===== config.mk =====
export PLATFORM = sky130hd
export DESIGN_NAME = uart_tx_param
export DESIGN_NICKNAME = d
export VERILOG_FILES = /design/src/rtl/uart_pkg.sv /design/src/rtl/uart_tx_fifo.sv /design/src/rtl/uart_tx_param.sv
export SDC_FILE = /design/constraint.sdc
export NUM_CORES = 1
export LEC_CHECK = 0
export ABC_AREA = 1
export CAP_MARGIN = 0
export CORE_AREA = 2 2 68 70
export CTS_CLUSTER_DIAMETER = 40
export CTS_CLUSTER_SIZE = 12
export DETAILED_ROUTE_END_ITERATION = 10
export DIE_AREA = 0 0 70 72
export GPL_ROUTABILITY_DRIVEN = 1
export PLACE_DENSITY_LB_ADDON = 0.08
export SETUP_SLACK_MARGIN = 0.05
export SLEW_MARGIN = 20
export SYNTH_ARGS = -nofsm -noshare
export SYNTH_HDL_FRONTEND = slang
export SYNTH_SLANG_ARGS = --single-unit

===== constraint.sdc =====
create_clock -name clk -period 1.77 [get_ports clk]
set_input_delay 0.2655 -clock clk [delete_from_list [all_inputs] [get_ports clk]]
set_output_delay 0.2655 -clock clk [all_outputs]
set_load 0.01 [all_outputs]

===== src/rtl/uart_pkg.sv =====
// uart_pkg: shared FSM states, parity-mode constants and frame-length helper
package uart_pkg;
  typedef enum logic [2:0] {IDLE, START, DATA, PARITY, STOP} state_e;
  localparam logic [1:0] PAR_NONE = 2'd0;
  localparam logic [1:0] PAR_EVEN = 2'd1;
  localparam logic [1:0] PAR_ODD  = 2'd2;
  function automatic int frame_len(input int data_bits, input int oversample,
                                   input int stop_bits, input logic par);
    return oversample * (1 + data_bits + int'(par) + stop_bits);
  endfunction
endpackage


===== src/rtl/uart_tx_fifo.sv =====
// uart_tx_fifo: single-clock FIFO with full/empty flags and occupancy level
module uart_tx_fifo #(
  parameter int DEPTH = 4,
  parameter int W     = 8
) (
  input  logic                     clk,
  input  logic                     rst_n,
  input  logic                     push_i,
  input  logic                     pop_i,
  input  logic [W-1:0]             wdata_i,
  output logic [W-1:0]             rdata_o,
  output logic                     full_o,
  output logic                     empty_o,
  output logic [$clog2(DEPTH):0]   level_o
);
  localparam int AW = $clog2(DEPTH);
  localparam int LW = AW + 1;
  logic [W-1:0]  mem_q [DEPTH];
  logic [AW-1:0] wr_q, rd_q;
  logic [LW-1:0] lvl_q;
  logic          wr_en, rd_en;
  // a push into a full FIFO is allowed only when a pop frees a slot that clock
  assign wr_en   = push_i && (!full_o || pop_i);
  assign rd_en   = pop_i && !empty_o;
  assign full_o  = lvl_q == LW'(DEPTH);
  assign empty_o = lvl_q == '0;
  assign level_o = lvl_q;
  assign rdata_o = mem_q[rd_q];
  always_ff @(posedge clk or negedge rst_n)
    if (!rst_n) begin
      wr_q  <= '0;
      rd_q  <= '0;
      lvl_q <= '0;
    end else begin
      wr_q  <= wr_q + AW'(wr_en);
      rd_q  <= rd_q + AW'(rd_en);
      lvl_q <= lvl_q + LW'(wr_en) - LW'(rd_en);
    end
  always_ff @(posedge clk)
    if (wr_en) mem_q[wr_q] <= wdata_i;
endmodule


===== src/rtl/uart_tx_param.sv =====
// uart_tx_param: parametrised UART transmitter; define UART_TX_FIFO_EN to add
// a FIFO_DEPTH-word FIFO between the handshake and the frame FSM
module uart_tx_param
  import uart_pkg::*;
#(
  parameter int DATA_BITS  = 8,
  parameter int OVERSAMPLE = 16,
  parameter int STOP_BITS  = 1,
  parameter int FIFO_DEPTH = 4
) (
  input  logic                        clk,
  input  logic                        rst_n,
  input  logic [DATA_BITS-1:0]        tx_data,
  input  logic                        tx_valid,
  output logic                        tx_ready,
  input  logic [1:0]                  parity_mode,
  output logic                        busy,
  output logic                        tx,
  output logic [$clog2(FIFO_DEPTH):0] fifo_level
);
  localparam int OW = $clog2(OVERSAMPLE);
  localparam int BW = $clog2(DATA_BITS + 1);
  state_e               state_q, state_d;
  logic [OW-1:0]        os_q, os_d;
  logic [BW-1:0]        bit_q, bit_d;
  logic [DATA_BITS-1:0] shift_q, shift_d, word;
  logic [1:0]           mode_q, mode_d;
  logic                 par_q, par_d;
  logic                 avail, load, bit_end, last_stop, has_par, queued;
`ifdef UART_TX_FIFO_EN
  logic full, empty;
  uart_tx_fifo #(.DEPTH(FIFO_DEPTH), .W(DATA_BITS)) u_fifo (
    .clk     (clk),
    .rst_n   (rst_n),
    .push_i  (tx_valid && !full),
    .pop_i   (load),
    .wdata_i (tx_data),
    .rdata_o (word),
    .full_o  (full),
    .empty_o (empty),
    .level_o (fifo_level)
  );
  assign avail    = !empty;
  assign tx_ready = !full;
  assign queued   = !empty;
`else
  assign avail      = tx_valid;
  assign word       = tx_data;
  assign tx_ready   = state_q == IDLE || last_stop;
  assign queued     = 1'b0;
  assign fifo_level = '0;
`endif
  assign bit_end   = os_q == OW'(OVERSAMPLE - 1);
  assign last_stop = state_q == STOP && bit_end && bit_q == BW'(STOP_BITS - 1);
  assign load      = avail && (state_q == IDLE || last_stop);
  assign has_par   = mode_q == PAR_EVEN || mode_q == PAR_ODD;
  assign busy      = state_q != IDLE || queued;
  assign tx        = (state_q == START) ? 1'b0 :
                     (state_q == DATA)  ? shift_q[0] :
                     (state_q == PARITY) ? par_q : 1'b1;
  always_comb begin
    state_d = state_q;
    os_d    = (state_q == IDLE || bit_end) ? '0 : os_q + OW'(1);
    bit_d   = bit_q;
    shift_d = shift_q;
    mode_d  = mode_q;
    par_d   = par_q;
    case (state_q)
      IDLE:   if (load) state_d = START;
      START:  if (bit_end) state_d = DATA;
      DATA:   if (bit_end) begin
        shift_d = shift_q >> 1;
        bit_d   = (bit_q == BW'(DATA_BITS - 1)) ? '0 : bit_q + BW'(1);
        if (bit_q == BW'(DATA_BITS - 1)) state_d = has_par ? PARITY : STOP;
      end
      PARITY: if (bit_end) state_d = STOP;
      STOP:   if (bit_end) begin
        bit_d = last_stop ? '0 : bit_q + BW'(1);
        if (last_stop) state_d = load ? START : IDLE;
      end
      default: state_d = IDLE;
    endcase
    // parity is frozen from the loaded word so later input changes cannot leak in
    if (load) begin
      shift_d = word;
      mode_d  = parity_mode;
      par_d   = ^word ^ (parity_mode == PAR_ODD);
    end
  end
  always_ff @(posedge clk or negedge rst_n)
    if (!rst_n) begin
      state_q <= IDLE;
      os_q    <= '0;
      bit_q   <= '0;
      shift_q <= '0;
      mode_q  <= PAR_NONE;
      par_q   <= 1'b0;
    end else begin
      state_q <= state_d;
      os_q    <= os_d;
      bit_q   <= bit_d;
      shift_q <= shift_d;
      mode_q  <= mode_d;
      par_q   <= par_d;
    end
endmodule


==> flow_summary.yaml <==
outcome:
  status: "completed"
power:
  power_leakage_nw: 1.02
  power_density_nw_per_um2: 1250
  ir_drop_v: 0.000375
cts:
  cts_max_path_buffers: 2
  cts.clk_slew.worst_paths_ns: 0.09
  cts_root_buffer: "clkbuf_8"
  clock_latency_ns: 0.26
  htree_levels: 1
  postCtsHoldBufs: 0
  cts.sinks: 22
  cts_tree: "yes"
  numCtsBuffers: 3
route:
  vias: 1292
  remaining_drc_errors: 0
  drt_first_pass_iters: 4
  drt_iter0_drc: 50
  viasPerCell: 4.55
  wl_per_cell_um: 10.6
  wl_um: 3010
  drtAntennaViolNets: 0
yosys:
  yosys_warnings: 0
  synth_top_cell_area_share: 0.380
  synth_edf_count: 0
  synthArstFlopShare: 1.00
  synth_area_sq_um: 1450
  synth_seq_cells: 22
  seq_area_frac_synth: 0.380
  synthCells: 199
  synthTopCellsByCount: "nand2_1, inv_1, dfrtp_1"
  synth_area_leader_cell: "dfrtp_1"
  synth.distinct_cells: 25
  ys_top_cells_by_area: "dfrtp_1, nand2_1, inv_1"
  syn-mean-instance-area_sq_um: 7.29
  post-synth-top-count-cell: "nand2_1"
  ys.flop_type: "dfrtp_1"
grt:
  grt.overflow.total: 0
  grt_first_pass_wirelength_um: 5510
  grt_pass1_vias: 1267
  grt_max_degree: 23
  track_usage: 0.133
  antenna_found_initial: 0
sta:
  finClkSkew_ns: 0.00485
  fmax_mhz: 600
  fin_setup_tns_ns: 0
  finalMaxSlewViolations: 0
  period_needed_ns: 1.67
  rsz0062_at_grt: "yes"
  fin_crit_sh: 0.942
  hold_viol: 0
  whs_ns: 0.345
  setup_viol: 0
flow_run:
  maxCapViolations: 0
setup_path:
  cp.arrival_ns: 1.40
  worstSetupEndpointType: "output port"
  path_class: "reg2out"
  rr_startpoint: "bit_q[0]"
  cp_max_fo: 3
  startpoint: "bit_q[0]"
  cp-start-kind: "register"
  cp.required_ns: 1.50
die:
  core_sq_um: 4260
  row_count: 24
  ios: 19
  initial_core_util: 0.340
  chipHeight_um: 72
  fp.dieW_um: 70
  die-area_sq_um: 5040
place:
  gp_congestion: 0.758
  place_hpwl_um: 2280
  place.port_buffers: 15
layout:
  drive_above_1_share: 0.203
  finalNetCount: 249
  diodes: 0
  areaGrowthSynthToFinish_pct: 26.3
hold_path:
  hold_path.class: "in2async"
-- cells in the final DEF, fill, tap and decap left out, drive strengths merged, types with 4 or more instances in the layout --
cell type / n
clkbuf: 4
dfrtp: 22
a21oi: 4
o21ai: 11
buf: 18
nor2: 11
clkdlybuf4s50: 12
inv: 36
nand3: 23
nand2: 75
-- cell type report --
| type | count | area, sq um |
|---|---|---|
| Fill cell | 454 | 2430 |
| Multi-Input combinational cell | 138 | 744 |
| Sequential cell | 22 | 552 |
| Timing Repair Buffer | 32 | 280 |
| Inverter | 36 | 135 |
| Tap cell | 52 | 65.1 |
| Clock buffer | 4 | 55.1 |
-- flip-flops by register name, summed over array words and instances, names as in the netlist --
register / count
shift_q: 8
bit_q: 4
os_q: 4
state_q: 3
mode_q: 2
par_q: 1
-- metrics by stage --
step,power (mW),setup WS [ns],std cells,util,cell area (sq um)
after detailed placement,1.87,-0.0519,274,0.401,1710
final,2.30,0.102,284,0.430,1830
after floorplan,1.56,0.226,201,-,1460
after CTS,2.25,0.0841,282,0.421,1790
after global placement,1.86,-0.0365,274,0.401,1710
after global routing,2.53,0.0423,284,0.430,1830
-- worst paths after layout --
kind                                    to  slack (ns)  depth (start not counted)
worst max-delay path              tx_ready        0.10                          7
worst min-delay path               os_q[1]        0.34                          2
worst max register to register  shift_q[6]        0.16                         10
worst min register to register     os_q[0]        0.46                          1
max in group asynchronous       state_q[2]        1.16                          2
min in group clk                   os_q[0]        0.46                          1
-- power breakdown --
part	internal [mW]	switching [mW]
clock	0.199	0.178
sequential	0.683	0.108
combinational	0.489	0.642
-- critical path: stages, from the launching register on --
cell     delay (ns)
dfrtp_1        0.37
inv_2          0.05
ha_1           0.18
nor3b_2        0.15
buf_4          0.14
nand2_4        0.08
nand2_4        0.06
buf_6          0.12
-- kinds of logic after synthesis --
| kind of cell | count (synthesis) | share of synthesized area |
|---|---|---|
| XOR/XNOR | 4 | 0.0242 |
| AND/OR/NAND/NOR | 112 | 0.371 |
| flip-flops | 22 | 0.380 |
| adder cells (fa/ha/maj) | 3 | 0.0259 |
| other | 1 | 0.00259 |
| AO/OA/AOI/OAI | 16 | 0.0725 |
| buffers and inverters | 41 | 0.124 |
-- per-layer routing --
metal,up-vias,wire (um),track usage,share of wire
met5,-,0,0,0
met4,0,24,0.0449,0.0080
met3,2,85,0.0222,0.028
met2,16,1500,0.236,0.50
met1,603,1400,0.167,0.47
li1,671,-,-,-
-- repair_timing --
action	in CTS	in global routing
setup endpoints to repair	3	10
gates resized for setup	8	9
cloned	0	0
pin swaps	0	4
setup buffers	4	2
No activity file was read; power rests on OpenSTA's default activity.
